--- config.mk ---
export PLATFORM = sky130hd
export DESIGN_NAME = mem_access_unit
export DESIGN_NICKNAME = d
export VERILOG_FILES = /design/src/rtl/mem_access_unit.sv
export SDC_FILE = /design/constraint.sdc
export NUM_CORES = 1
export LEC_CHECK = 0
export BUFFER_PORTS_ARGS = -buffer_cell sky130_fd_sc_hd__buf_2
export CAP_MARGIN = 20
export CELL_PAD_IN_SITES_DETAIL_PLACEMENT = 1
export CELL_PAD_IN_SITES_GLOBAL_PLACEMENT = 1
export CORE_ASPECT_RATIO = 1.5
export CORE_UTILIZATION = 38
export CTS_BUF_LIST = sky130_fd_sc_hd__clkbuf_8
export DETAILED_ROUTE_END_ITERATION = 16
export PLACE_DENSITY_LB_ADDON = 0.1
export SYNTH_ARGS = -nofsm -noshare
export SYNTH_HDL_FRONTEND = slang
export SYNTH_SLANG_ARGS = --single-unit
export TNS_END_PERCENT = 100
--- constraint.sdc ---
create_clock -name clk -period 2.8 [get_ports clk]
set_input_delay 0.14 -clock clk [delete_from_list [all_inputs] [get_ports clk]]
set_output_delay 0.14 -clock clk [all_outputs]
set_load 0.03 [all_outputs]
--- src/rtl/mem_access_unit.sv ---
// mem_access_unit: sub-word load/store engine between CPU datapath and word-only memory.
// Byte/halfword/word accesses with sign/zero extension; sub-word stores are read-modify-write.
// Optional feature macro MEMACC_WSTRB_EN: adds mem_be byte strobes and turns sub-word stores
// into a single strobed write instead of read-modify-write.
module mem_access_unit #(
    parameter int unsigned ADDR_W = 32
) (
    input  logic              clk,
    input  logic              rst,
    input  logic              req,
    input  logic              we,
    input  logic [1:0]        size,
    input  logic              sign_ext,
    input  logic [ADDR_W-1:0] addr,
    input  logic [31:0]       wdata,
    output logic              busy,
    output logic              done,
    output logic [31:0]       rdata,
    output logic              misaligned,
    output logic [ADDR_W-1:0] mem_addr,
    output logic              mem_rd,
    output logic              mem_wr,
    output logic [31:0]       mem_wdata,
    input  logic [31:0]       mem_rdata,
    input  logic              mem_ack
`ifdef MEMACC_WSTRB_EN
    ,
    output logic [3:0]        mem_be
`endif
);

    typedef enum logic [1:0] {StIdle, StRead, StWrite, StDone} state_e;

    state_e state_q, state_d;

    // Latched request attributes
    logic        we_q, we_d;
    logic [1:0]  size_q, size_d;
    logic        sign_q, sign_d;
    logic [1:0]  lane_q, lane_d;
    logic [31:0] wdata_q, wdata_d;

    // Next values of the registered outputs
    logic              busy_d, done_d, mis_d, mem_rd_d, mem_wr_d;
    logic [31:0]       rdata_d, mem_wdata_d;
    logic [ADDR_W-1:0] mem_addr_d;
`ifdef MEMACC_WSTRB_EN
    logic [3:0]        be_d;
`endif

    logic [31:0] rd_shift;  // memory word with the addressed lane moved to bit 0
    logic [31:0] merged;    // memory word with the store lane replaced
    logic        bad_align;

    // Next-state, latch and registered-output computation
    always_comb begin
        state_d     = state_q;
        we_d        = we_q;
        size_d      = size_q;
        sign_d      = sign_q;
        lane_d      = lane_q;
        wdata_d     = wdata_q;
        rdata_d     = rdata;
        mis_d       = misaligned;
        mem_addr_d  = mem_addr;
        mem_wdata_d = mem_wdata;
`ifdef MEMACC_WSTRB_EN
        be_d        = mem_be;
`endif

        rd_shift = mem_rdata >> {lane_q, 3'b000};
        merged   = mem_rdata;
        case (size_q)
            2'b00:   merged[{lane_q, 3'b000} +: 8] = wdata_q[7:0];
            2'b01: begin
                if (lane_q[1]) merged[31:16] = wdata_q[15:0];
                else           merged[15:0]  = wdata_q[15:0];
            end
            default: merged = wdata_q;
        endcase

        bad_align = (size == 2'b11) || ((size == 2'b01) && addr[0]) ||
                    ((size == 2'b10) && (addr[1:0] != 2'b00));

        unique case (state_q)
            StIdle: begin
                if (req) begin
                    we_d       = we;
                    size_d     = size;
                    sign_d     = sign_ext;
                    lane_d     = addr[1:0];
                    wdata_d    = wdata;
                    mem_addr_d = {addr[ADDR_W-1:2], 2'b00};
                    rdata_d    = '0;
                    mis_d      = bad_align;
`ifdef MEMACC_WSTRB_EN
                    be_d       = 4'b1111;
`endif
                    if (bad_align) begin
                        state_d = StDone;
`ifdef MEMACC_WSTRB_EN
                        be_d    = 4'b0000;
`endif
                    end else if (!we) begin
                        state_d = StRead;
                    end else if (size == 2'b10) begin
                        mem_wdata_d = wdata;
                        state_d     = StWrite;
                    end else begin
`ifdef MEMACC_WSTRB_EN
                        // Replicate the data and let the strobes pick the lane
                        state_d = StWrite;
                        if (size == 2'b00) begin
                            mem_wdata_d = {4{wdata[7:0]}};
                            be_d        = 4'b0001 << addr[1:0];
                        end else begin
                            mem_wdata_d = {2{wdata[15:0]}};
                            be_d        = addr[1] ? 4'b1100 : 4'b0011;
                        end
`else
                        state_d = StRead;
`endif
                    end
                end
            end
            StRead: begin
                if (mem_ack) begin
                    if (we_q) begin
                        mem_wdata_d = merged;
                        state_d     = StWrite;
                    end else begin
                        case (size_q)
                            2'b00:   rdata_d = {{24{sign_q & rd_shift[7]}}, rd_shift[7:0]};
                            2'b01:   rdata_d = {{16{sign_q & rd_shift[15]}}, rd_shift[15:0]};
                            default: rdata_d = mem_rdata;
                        endcase
                        state_d = StDone;
                    end
                end
            end
            StWrite: begin
                if (mem_ack) state_d = StDone;
            end
            StDone:  state_d = StIdle;
            default: state_d = StIdle;
        endcase

        busy_d   = (state_d != StIdle);
        done_d   = (state_d == StDone);
        mem_rd_d = (state_d == StRead);
        mem_wr_d = (state_d == StWrite);
    end

    // State and output registers with synchronous reset
    always_ff @(posedge clk) begin
        if (rst) begin
            state_q    <= StIdle;
            we_q       <= 1'b0;
            size_q     <= 2'b00;
            sign_q     <= 1'b0;
            lane_q     <= 2'b00;
            wdata_q    <= '0;
            busy       <= 1'b0;
            done       <= 1'b0;
            rdata      <= '0;
            misaligned <= 1'b0;
            mem_addr   <= '0;
            mem_rd     <= 1'b0;
            mem_wr     <= 1'b0;
            mem_wdata  <= '0;
`ifdef MEMACC_WSTRB_EN
            mem_be     <= 4'b0000;
`endif
        end else begin
            state_q    <= state_d;
            we_q       <= we_d;
            size_q     <= size_d;
            sign_q     <= sign_d;
            lane_q     <= lane_d;
            wdata_q    <= wdata_d;
            busy       <= busy_d;
            done       <= done_d;
            rdata      <= rdata_d;
            misaligned <= mis_d;
            mem_addr   <= mem_addr_d;
            mem_rd     <= mem_rd_d;
            mem_wr     <= mem_wr_d;
            mem_wdata  <= mem_wdata_d;
`ifdef MEMACC_WSTRB_EN
            mem_be     <= be_d;
`endif
        end
    end

endmodule

* After elaboration in Yosys (flattened, before gate mapping)
Index checks and enable logic that the tools add are counted.
Operators by class: add/sub/neg operators 1, eq/ne operators 17, shift operators 3, mux-type cells 24, bitwise gates (word level) 2, reductions and logical operators 12
Operator list (count):
- 32-bit two-way mux | 9
- 32-bit case mux with 2 select lines | 4
- 32-bit bitwise mux | 1
- 16-bit two-way mux | 2
- 8-bit by 7-bit variable shift with 32-bit output, first input constant | 1
- 8-bit by 7-bit indexed part select with 32-bit output | 1
- 32-bit by 5-bit >> shifter with 16-bit output | 1
- 2-bit inequality test, second input constant | 7
- 2-bit equality test, second input constant | 6
- 2-bit two-way mux | 6
- 2-bit by 1-bit equality test with 1-bit output, second input constant | 4
- 2-bit case mux with 4 select lines | 1
- 5-bit negator with 7-bit output | 1
- 7-bit AND reduction | 1
- 2-bit nonzero test | 3
- 2-bit logical NOT | 2
- 4-bit AND reduction | 1
- 1-bit AND | 2
- 1-bit logical AND | 2
- 1-bit logical OR | 2
- 2-bit AND reduction | 1
- 1-bit two-way mux | 1
Storage, ports and cells: bits in registers 139, input port bits 104, output and inout bits 101, logic and storage cells 73

* Longest topological paths before layout
Gate-level depths: netlist of run 1.
word-level depth 8, depth in mapped cells 8, mapped depth without buffers 6

* Worst setup path after synthesis of run 1
OpenSTA, ideal clock, no wires.
path type register to register, start point reg lane_q[0], end point reg mem_wdata[10], library setup time 0.096 ns, data arrival time 2.320 ns, required time 2.704 ns, setup slack 0.385 ns, stages on the path, launching flop included 9, buffers on the path 2, clock period less this slack 2.415 ns, path through dfxtp_1 -> buf_2 -> buf_4 -> inv_1 -> ha_1 -> or3b_4 -> nor4b_4 -> a221oi_1 -> o41ai_2
On the way: cells in the longest elaborated chain, start to end 7, elaborated cells between the ends (all ways) 8, those cells by class 1 x add/sub; 2 x shift; 5 x mux
Ends and longest elaborated chain:
- from (decl) | RTL line 40 | logic [1:0] lane_q, lane_d;
- from (signal assigned) | RTL line 179 | lane_q <= lane_d;
- 5-bit negator with 7-bit output (*) | RTL line 74 | 2'b00: merged[{lane_q, 3'b000} +: 8] = wdata_q[7:0];
- 8-bit by 7-bit indexed part select with 32-bit output or 8-bit by 7-bit variable shift with 32-bit output (tied branches) | RTL line 74
- 32-bit bitwise mux (*) | RTL line 74
- 32-bit case mux with 2 select lines (*) | RTL line 73 | case (size_q)
- 32-bit two-way mux (*) | RTL line 128 | if (we_q) begin
- 32-bit two-way mux (*) | RTL line 127 | if (mem_ack) begin
- 32-bit case mux with 2 select lines (*) | RTL line 85 | unique case (state_q)
- to (signal assigned) | RTL line 188 | mem_wdata <= mem_wdata_d;
- to (decl) | RTL line 23 | output logic [31:0] mem_wdata,
Mark *: on every way between the ends. The rest lies on a longest branch, timed or not. The select of a mux whose other input is x is not followed. A chain may end at the register's enable or synchronous reset.

* Worst setup path in the final report of run 1
Ends and elaborated chain as after synthesis.

==> impl_metrics.prom, run 1 <==
# TYPE chip_impl_metric gauge
chip_impl_metric{name="track_usage",unit="%"} 30.6
chip_impl_info{name="end_kind",value="flip-flop"} 1
chip_impl_metric{name="place_inst",unit=""} 1161
chip_impl_metric{name="chipWidth",unit="um"} 110
chip_impl_metric{name="routed_vias_inst",unit=""} 5.74
chip_impl_info{name="cp_cell_sequence",value="inv_1 -> ha_1 -> or3b_4 -> nor4b_4 -> a221oi_1 -> o41ai_2"} 1
chip_impl_metric{name="instances_no_fill",unit=""} 1267
chip_impl_metric{name="fp-row-count",unit=""} 58
chip_impl_metric{name="port_buffer_cells",unit=""} 202
chip_impl_metric{name="cts.htree.levels",unit=""} 4
chip_impl_metric{name="drive_gt1_share",unit="%"} 27.4
chip_impl_metric{name="hold_violations",unit=""} 0
chip_impl_metric{name="final.period_utilization",unit="%"} 85.0
chip_impl_metric{name="postRouteAntennaNets",unit=""} 0
chip_impl_info{name="timing.hold.worst.start",value="mem_rdata[14]"} 1
chip_impl_metric{name="lkg_pwr",unit="nW"} 3.82
chip_impl_metric{name="area_of_the_mapped_netlist",unit="um^2"} 6620
chip_impl_info{name="min_delay_worst_endpoint",value="rdata[14]"} 1
chip_impl_metric{name="timing.critical_path.arrival",unit="ps"} 2750
chip_impl_metric{name="post-layout-total-power",unit="mW"} 5.42
chip_impl_metric{name="post_synth_inst_count",unit=""} 797
chip_impl_metric{name="fin_crit",unit="ps"} 2380
chip_impl_metric{name="globalRoute.totalOverflow",unit=""} 0
chip_impl_metric{name="synth_seq_cells",unit=""} 139
chip_impl_info{name="worst_hold_check_path_type",value="input pin to flip-flop"} 1
chip_impl_info{name="cts_root_cell",value="clkbuf_8"} 1
chip_impl_metric{name="timing.critical_path.required",unit="ps"} 3170
chip_impl_metric{name="clockBufferDepth",unit=""} 2
chip_impl_metric{name="critPathMaxStageDelay",unit="ps"} 520
chip_impl_metric{name="drt_drc_violations_left",unit=""} 0
chip_impl_info{name="status",value="complete, no violations"} 1
chip_impl_metric{name="async_reset_ff_share",unit="%"} 0
chip_impl_metric{name="power_density_cells",unit="nW/um^2"} 601
chip_impl_metric{name="synth-seq-area-share",unit="%"} 42.0
chip_impl_info{name="worstSetupStartpointType",value="flip-flop"} 1
chip_impl_metric{name="setup-tns-final",unit="ps"} 0
chip_impl_metric{name="synth_enable_flop_cells",unit=""} 0
chip_impl_metric{name="final_nets",unit=""} 1153
chip_impl_metric{name="antenna_cells_inserted",unit=""} 0
chip_impl_metric{name="setup_violations",unit=""} 0
chip_impl_metric{name="max-vdd-ir-drop",unit="V"} 0.000395
chip_impl_metric{name="postRouteWirelength",unit="um"} 26700
chip_impl_metric{name="cts.sinks",unit=""} 139
chip_impl_metric{name="slew-limit-headroom",unit="%"} 28.7
chip_impl_info{name="unrepaired_setup_endpoints_after_global_routing",value="no"} 1
chip_impl_metric{name="report.final.slew_viol_count",unit=""} 0
chip_impl_metric{name="die_h",unit="um"} 164
chip_impl_metric{name="floorplan.initialDensity",unit="%"} 39.1
chip_impl_info{name="crit-reg2reg-launch",value="lane_q[0]"} 1
chip_impl_metric{name="tightestPinTransition",unit="ps"} 1070
chip_impl_metric{name="cap_violations",unit=""} 0
chip_impl_metric{name="die-area",unit="um^2"} 18000
chip_impl_metric{name="hold_slack",unit="ps"} 17.5
chip_impl_metric{name="fmaxAchievable",unit="MHz"} 420
chip_impl_info{name="tritoncts",value="yes"} 1
chip_impl_metric{name="clkTransAtPathRegs",unit="ps"} 80
chip_impl_metric{name="drt_pre_antenna_iters",unit=""} 7
chip_impl_metric{name="ios",unit=""} 205
chip_impl_info{name="criticalPathCategory",value="flip-flop to flip-flop"} 1
chip_impl_metric{name="first_global_vias",unit=""} 7556
chip_impl_metric{name="grt_pass1_wl",unit="um"} 41100
chip_impl_metric{name="maximum_number_of_pins_on_one_net_before_global_route_repair",unit=""} 100
chip_impl_metric{name="critical_path_peak_fanout",unit=""} 8
chip_impl_info{name="ys_dominant_reg_cell",value="dfxtp_1"} 1
chip_impl_metric{name="worst_skew_pair.late_latency",unit="ps"} 460
chip_impl_metric{name="vias",unit=""} 7273
chip_impl_metric{name="r2r_slack",unit="ps"} 420
chip_impl_info{name="worst_r2r_endpoint",value="mem_wdata[10]"} 1
chip_impl_metric{name="dr.first_iter.drc_count",unit=""} 457
chip_impl_metric{name="critical_path_buf_inv_count",unit=""} 1
chip_impl_metric{name="place_hpwl",unit="um"} 18300
chip_impl_metric{name="antenna_found_initial",unit=""} 0
chip_impl_metric{name="cts.repair.resized",unit=""} 0
chip_impl_metric{name="syn_avg_cell_area",unit="um^2"} 8.30
chip_impl_metric{name="skew",unit="ps"} 9.90
chip_impl_metric{name="routed_wire_length_per_instance",unit="um"} 21.1
chip_impl_metric{name="synth.distinct_cells",unit=""} 55
chip_impl_info{name="worst_path_slowest_cell",value="nor4b_4"} 1
chip_impl_metric{name="hold_path_depth",unit=""} 3
chip_impl_metric{name="syn2layout_area_growth",unit="%"} 36.2
chip_impl_info{name="critPathTopFamily",value="simple AND/OR/NAND/NOR gates"} 1
chip_impl_metric{name="ys.warnings.count",unit=""} 0
chip_impl_metric{name="core",unit="um^2"} 16900
chip_impl_metric{name="gp_routability_congestion",unit=""} 0.886
chip_impl_metric{name="utilization",unit="%"} 53.3
chip_impl_metric{name="fill_cells",unit=""} 2035
chip_impl_metric{name="reg2regPathDepth",unit=""} 6
chip_impl_metric{name="number_of_buffers_inserted_during_clock_tree_synthesis",unit=""} 17
-- per-layer routing --
metal / up-vias / wire (um) / track usage, % / part of all wire, %
li1: 3405 / - / - / -
met1: 3567 / 10600 / 33.7 / 40
met2: 241 / 13900 / 54.8 / 52
met3: 60 / 1230 / 6.30 / 4.6
met4: 0 / 1010 / 14.4 / 3.8
met5: - / 0 / 0 / 0
-- layout by cell type, fill, tap and decap left out, drive strengths merged, types with 8 or more instances in the layout --
cell,n
dfxtp,139
a22oi,23
nand3b,25
o21ai,25
dlygate4sd3,73
a221oi,26
a211oi,10
mux2,9
o41ai,25
o221ai,8
or3b,9
clkbuf,18
nand3,26
nor3,15
nor2,40
inv,15
a21oi,82
buf,223
a221o,14
nand2,175
-- sequential cells by signal, indices dropped and copies added, names as in the netlist --
name	cells
mem_addr	30
mem_wdata	32
mem_rd	1
wdata_q	32
rdata	32
size_q	2
done	1
we_q	1
lane_q	2
busy	1
state_q	2
mem_wr	1
misaligned	1
sign_q	1
-- power by group --
group          switching, mW  internal [mW]  leakage, nW
Combinational          0.830          0.460         2.45
Sequential             0.112           2.10         1.13
Clock                  0.850           1.07        0.239
Total                   1.79           3.62         3.82
-- final cells by class --
class / instances / area [um^2] / share of cell area, %
multi-input cells: 578 / 3520 / 39.1
clock inverters: 15 / 223 / 2.47
repair buffers: 297 / 1950 / 21.6
inverters: 11 / 41.3 / 0.458
flip-flops and latches: 139 / 2780 / 30.9
clock buffers: 17 / 234 / 2.60
well taps: 210 / 263 / 2.92
-- cell usage after synthesis (3+ instances only) --
| library cell | n | area share [%] |
|---|---|---|
| a22oi_1 | 23 | 2.6 |
| or3b_2 | 8 | 1.1 |
| a2bb2oi_1 | 7 | 0.93 |
| ha_1 | 5 | 0.95 |
| nand3_1 | 26 | 2.0 |
| o221ai_1 | 8 | 1.1 |
| nor3_1 | 15 | 1.1 |
| nor2b_1 | 7 | 0.66 |
| a32o_1 | 7 | 1.1 |
| dfxtp_1 | 139 | 42 |
| buf_4 | 3 | 0.34 |
| nor2_1 | 40 | 2.3 |
| and3_1 | 3 | 0.28 |
| a221o_1 | 14 | 2.1 |
| nand2b_1 | 3 | 0.28 |
| o21ai_0 | 25 | 1.9 |
| buf_2 | 10 | 0.76 |
| o41ai_1 | 16 | 2.1 |
| a211oi_1 | 9 | 1.0 |
| a21oi_1 | 82 | 6.2 |
| a221oi_1 | 26 | 3.4 |
| buf_1 | 7 | 0.40 |
| inv_1 | 10 | 0.57 |
| nand2_1 | 175 | 9.9 |
| o41ai_2 | 9 | 2.2 |
| mux2i_1 | 7 | 1.1 |
| clkbuf_1 | 49 | 2.8 |
| nand3b_1 | 25 | 2.8 |
| mux2_2 | 9 | 1.5 |
-- tightest hold or removal path, delay by kind of cell --
family	cells	cell delay (ps)
buffers and inverters	2	200
AOI/OAI and AO/OA	1	80
-- repair_timing --
action,4_1_cts,5_1_grt
buffers inserted,0,0
hold endpoints to repair,84,1
hold buffers,72,1
-- logic make-up (layout without fill, tap and decap cells) --
group	Yosys count	after routing	share of synthesized area, %
other cells	1	2	0.0567
fa+ha+maj	5	5	0.945
flops	139	139	42.0
compound gates	240	240	26.6
mux	17	17	2.93
simple gates	314	314	22.4
buf+inv	81	340	5.07
-- through the flow --
step                      setup WS [ps]  cell area [um^2]
after floorplan                     385              6620
after global placement              459              7820
after global routing                297              9010
after detailed placement            280              7820
final                               419              9010
after CTS                           267              9000
-- how the worst max path moves through the flow --
stage / from / end / cells after the start
after floorplan: lane_q[0] / mem_wdata[10] / 8
after global placement: lane_q[1] / mem_wdata[0] / 5
after detailed placement: lane_q[1] / mem_wdata[6] / 5
after CTS: size_q[0] / mem_wdata[6] / 5
after global routing: lane_q[0] / mem_wdata[11] / 6
final: lane_q[0] / mem_wdata[10] / 6
Power figures use the tool's default switching activity.
==> run 2, diff against run 1 <==
--- a/config.mk
+++ b/config.mk
@@ -5,12 +5,13 @@
 export SDC_FILE = /design/constraint.sdc
 export NUM_CORES = 1
 export LEC_CHECK = 0
+export ABC_AREA = 1
 export BUFFER_PORTS_ARGS = -buffer_cell sky130_fd_sc_hd__buf_2
 export CAP_MARGIN = 20
 export CELL_PAD_IN_SITES_DETAIL_PLACEMENT = 1
 export CELL_PAD_IN_SITES_GLOBAL_PLACEMENT = 1
 export CORE_ASPECT_RATIO = 1.5
-export CORE_UTILIZATION = 38
+export CORE_UTILIZATION = 37
 export CTS_BUF_LIST = sky130_fd_sc_hd__clkbuf_8
 export DETAILED_ROUTE_END_ITERATION = 16
 export PLACE_DENSITY_LB_ADDON = 0.1
==> impl_metrics.prom, run 2 <==
# TYPE chip_impl_metric gauge
chip_impl_info{name="status",value="complete, no violations"} 1
chip_impl_metric{name="port_buffer_cells",unit=""} 202
chip_impl_metric{name="synth_xor_area_share",unit="%"} 0
chip_impl_info{name="dominant_combinational_cell_family_by_area_after_synthesis",value="simple AND/OR/NAND/NOR gates"} 1
chip_impl_metric{name="fp-row-count",unit=""} 64
chip_impl_info{name="worst_path_most_repeated_cell",value="nand2_4"} 1
chip_impl_metric{name="area_of_the_mapped_netlist",unit="um^2"} 7720
chip_impl_info{name="largest_registers",value="mem_wdata x32, rdata x32, wdata_q x32"} 1
chip_impl_metric{name="ys.warnings.count",unit=""} 0
chip_impl_metric{name="synth_seq_cells",unit=""} 139
chip_impl_info{name="worst_hold_check_path_type",value="input pin to flip-flop"} 1
chip_impl_metric{name="synth_fa_ha_area_share",unit="%"} 0.810
chip_impl_metric{name="critPathMaxStageDelay",unit="ps"} 420
chip_impl_metric{name="maximum_number_of_pins_on_one_net_before_global_route_repair",unit=""} 62
chip_impl_metric{name="globalRoute.totalOverflow",unit=""} 0
chip_impl_metric{name="pwr-share-comb",unit="%"} 37.4
chip_impl_metric{name="cts_setup_buffers",unit=""} 0
chip_impl_info{name="tritoncts",value="yes"} 1
chip_impl_metric{name="post_synth_mux_area_share",unit="%"} 0
chip_impl_info{name="worst_path_slowest_cell",value="dfxtp_1"} 1
chip_impl_info{name="layout.cells.most_common_list",value="nand2_1, nor2_1, buf_2"} 1
chip_impl_metric{name="power.switching",unit="mW"} 2.75
chip_impl_metric{name="fmaxAchievable",unit="MHz"} 451
chip_impl_metric{name="syn2layout_area_growth",unit="%"} 28.2
chip_impl_metric{name="synth_enable_flop_cells",unit=""} 0
chip_impl_info{name="topRoutingLayerUsed",value="met4"} 1
chip_impl_info{name="cts_root_cell",value="clkbuf_8"} 1
chip_impl_metric{name="final.period_utilization",unit="%"} 79.2
chip_impl_metric{name="async_reset_ff_share",unit="%"} 0
chip_impl_metric{name="drt_pre_antenna_iters",unit=""} 4
chip_impl_metric{name="power_report.internal_total",unit="mW"} 3.59
chip_impl_metric{name="met1_length",unit="um"} 12900
chip_impl_metric{name="drive_gt1_share",unit="%"} 19.5
chip_impl_info{name="cp_cell_sequence",value="inv_2 -> nor2_8 -> nand2_4 -> a22oi_4 -> nand2_4 -> a21oi_1 -> nor2_1"} 1
chip_impl_metric{name="area_of_combinational_cells_with_multiple_inputs",unit="um^2"} 4150
chip_impl_metric{name="gp_routability_congestion",unit=""} 0.958
chip_impl_metric{name="met3_wirelength",unit="um"} 1240
chip_impl_metric{name="ios",unit=""} 205
chip_impl_metric{name="fin_crit",unit="ps"} 2220
chip_impl_metric{name="postRouteAntennaNets",unit=""} 0
chip_impl_metric{name="clockPowerShare",unit="%"} 24.7
chip_impl_metric{name="post_synth_inst_count",unit=""} 1256
chip_impl_metric{name="antenna_found_initial",unit=""} 0
chip_impl_metric{name="report.final.slew_viol_count",unit=""} 0
chip_impl_metric{name="number_of_buffers_inserted_during_clock_tree_synthesis",unit=""} 17
chip_impl_metric{name="switching_share",unit="%"} 43.3
chip_impl_metric{name="critical_path_peak_fanout",unit=""} 61
chip_impl_metric{name="hold_violations",unit=""} 0
chip_impl_metric{name="postRouteWirelength",unit="um"} 31100
chip_impl_info{name="final_common_cell",value="nand2_1"} 1
chip_impl_metric{name="place_hpwl",unit="um"} 22000
chip_impl_metric{name="power_density_cells",unit="nW/um^2"} 641
chip_impl_info{name="synth_top_cell_by_area",value="dfxtp_1"} 1
chip_impl_metric{name="first_global_vias",unit=""} 9238
chip_impl_metric{name="vias",unit=""} 9034
chip_impl_metric{name="yosysTopAreaCellShare",unit="%"} 36.0
chip_impl_metric{name="post_synth_and_or_nand_nor_area_fraction",unit="%"} 33.6
chip_impl_metric{name="routed_wire_length_per_instance",unit="um"} 17.6
chip_impl_metric{name="synth-seq-area-share",unit="%"} 36.0
chip_impl_metric{name="synth.distinct_cells",unit=""} 29
chip_impl_metric{name="seqCellArea",unit="um^2"} 2780
chip_impl_metric{name="die_h",unit="um"} 179
chip_impl_metric{name="timing.critical_path.required",unit="ps"} 3150
chip_impl_info{name="end_kind",value="flip-flop"} 1
chip_impl_metric{name="track_usage",unit="%"} 29.6
chip_impl_metric{name="antenna_cells_inserted",unit=""} 0
chip_impl_metric{name="synth_compound_gate_area_share",unit="%"} 19.3
chip_impl_info{name="synth.top_cells.by_count",value="nand2_1, nor2_1, dfxtp_1"} 1
chip_impl_metric{name="drt_drc_violations_left",unit=""} 0
chip_impl_metric{name="syn_avg_cell_area",unit="um^2"} 6.15
chip_impl_metric{name="lkg_pwr",unit="nW"} 4.86
chip_impl_metric{name="cts.sinks",unit=""} 139
chip_impl_metric{name="final_nets",unit=""} 1599
chip_impl_info{name="netlist_top_cells_area",value="dfxtp_1, nand2_1, nor2_1, a21oi_1, o21ai_0"} 1
chip_impl_metric{name="worst_skew_pair.late_latency",unit="ps"} 480
chip_impl_metric{name="power.share.sequential",unit="%"} 37.9
chip_impl_metric{name="floorplan.initialDensity",unit="%"} 37.8
chip_impl_metric{name="cts.htree.levels",unit=""} 4
chip_impl_metric{name="chipWidth",unit="um"} 120
chip_impl_info{name="ys_dominant_reg_cell",value="dfxtp_1"} 1
chip_impl_metric{name="die-area",unit="um^2"} 21500
chip_impl_info{name="yosysMostFrequentCell",value="nand2_1"} 1
chip_impl_metric{name="core",unit="um^2"} 20400
chip_impl_info{name="worstSetupStartpointType",value="flip-flop"} 1
chip_impl_metric{name="max-vdd-ir-drop",unit="V"} 0.000474
chip_impl_metric{name="tightestPinTransition",unit="ps"} 674
chip_impl_metric{name="grt_pass1_wl",unit="um"} 49000
chip_impl_metric{name="routed_vias_inst",unit=""} 5.11
chip_impl_metric{name="cap_violations",unit=""} 0
chip_impl_info{name="unrepaired_setup_endpoints_after_global_routing",value="no"} 1
chip_impl_metric{name="post-layout-total-power",unit="mW"} 6.34
chip_impl_metric{name="cts.hold.buffers_added",unit=""} 66
chip_impl_metric{name="timing.critical_path.arrival",unit="ps"} 2570
chip_impl_metric{name="clkTransAtPathRegs",unit="ps"} 90
chip_impl_metric{name="setup-tns-final",unit="ps"} 0
chip_impl_metric{name="hold_slack",unit="ps"} 59.1
chip_impl_metric{name="skew",unit="ps"} 12.8
chip_impl_metric{name="setup_violations",unit=""} 0
chip_impl_metric{name="clockBufferDepth",unit=""} 2
chip_impl_metric{name="cts.repair.resized",unit=""} 0
chip_impl_metric{name="fill_cells",unit=""} 2827
chip_impl_metric{name="dr.first_iter.drc_count",unit=""} 435
chip_impl_metric{name="slew-limit-headroom",unit="%"} 55.0
chip_impl_metric{name="utilization",unit="%"} 48.5
chip_impl_info{name="criticalPathCategory",value="flip-flop to flip-flop"} 1
chip_impl_metric{name="route.met2.wl",unit="um"} 15600
==> run 2: cell types whose count changed after synthesis, sizes merged, moves of 22 or more <==
cell,previous run,this run
a22oi,23,1
nand2,175,363
o41ai,25,0
nand3b,25,0
a21oi,82,137
nor2,40,211
inv,10,101
o21ai,25,115
a221oi,26,0
nand3,26,61
==> run 2: layout make-up <==
type                    count  share of cell area (%)
inverters                 103                    3.91
clock inverters            14                    1.12
multi-input cells         934                    42.0
repair buffers            295                    19.1
clock buffers              18                    2.50
flip-flops and latches    139                    28.1
well taps                 264                    3.34
==> run 2: power groups by stage <==
stage	Clock [mW]	Combinational (mW)	Sequential [mW]
2_1_floorplan	0	1.28	2.71
3_3_place_gp	0	2.23	2.44
3_5_place_dp	0	2.28	2.44
4_1_cts	1.61	2.36	2.40
5_1_grt	1.68	2.62	2.43
6_report	1.57	2.37	2.40
==> run 2: final timing paths <==
kind              startpoint       endpoint  slack (ps)  cells past startpoint
hold reg to reg    rdata[22]      rdata[22]         460                      2
hold / removal      wdata[8]   mem_wdata[8]          60                      4
setup / recovery  state_q[0]  mem_wdata[24]         580                      7
setup reg to reg  state_q[0]  mem_wdata[24]         580                      7
==> run 2: per-layer routing <==
| layer | GRT usage [%] | vias up |
|---|---|---|
| li1 | - | 4450 |
| met4 | 14.6 | 0 |
| met3 | 5.44 | 64 |
| met5 | 0 | - |
| met1 | 33.8 | 4283 |
| met2 | 52.3 | 237 |
==> run 2: stage by stage <==
stage          area (um^2)  setup slack, ps  cells
2_1_floorplan         7720              773   1257
3_3_place_gp          8880              678   1669
3_5_place_dp          8880              599   1669
4_1_cts               9900              594   1767
5_1_grt               9900              442   1767
6_report              9900              581   1767
==> run 2: cells by family (layout without fill, tap and decap cells) <==
family          Yosys count  after routing
simple gates            649            649
fa+ha+maj                 5              5
buf+inv                 184            430
flops                   139            139
compound gates          278            278
other cells               1              2
==> run 2: critical path, delay by kind of cell (launching register included) <==
kind / cells / cell delay [ps]
AOI/OAI and AO/OA: 2 / 620
buffers and inverters: 1 / 90
DFF: 1 / 420
and+or+nand+nor: 4 / 940
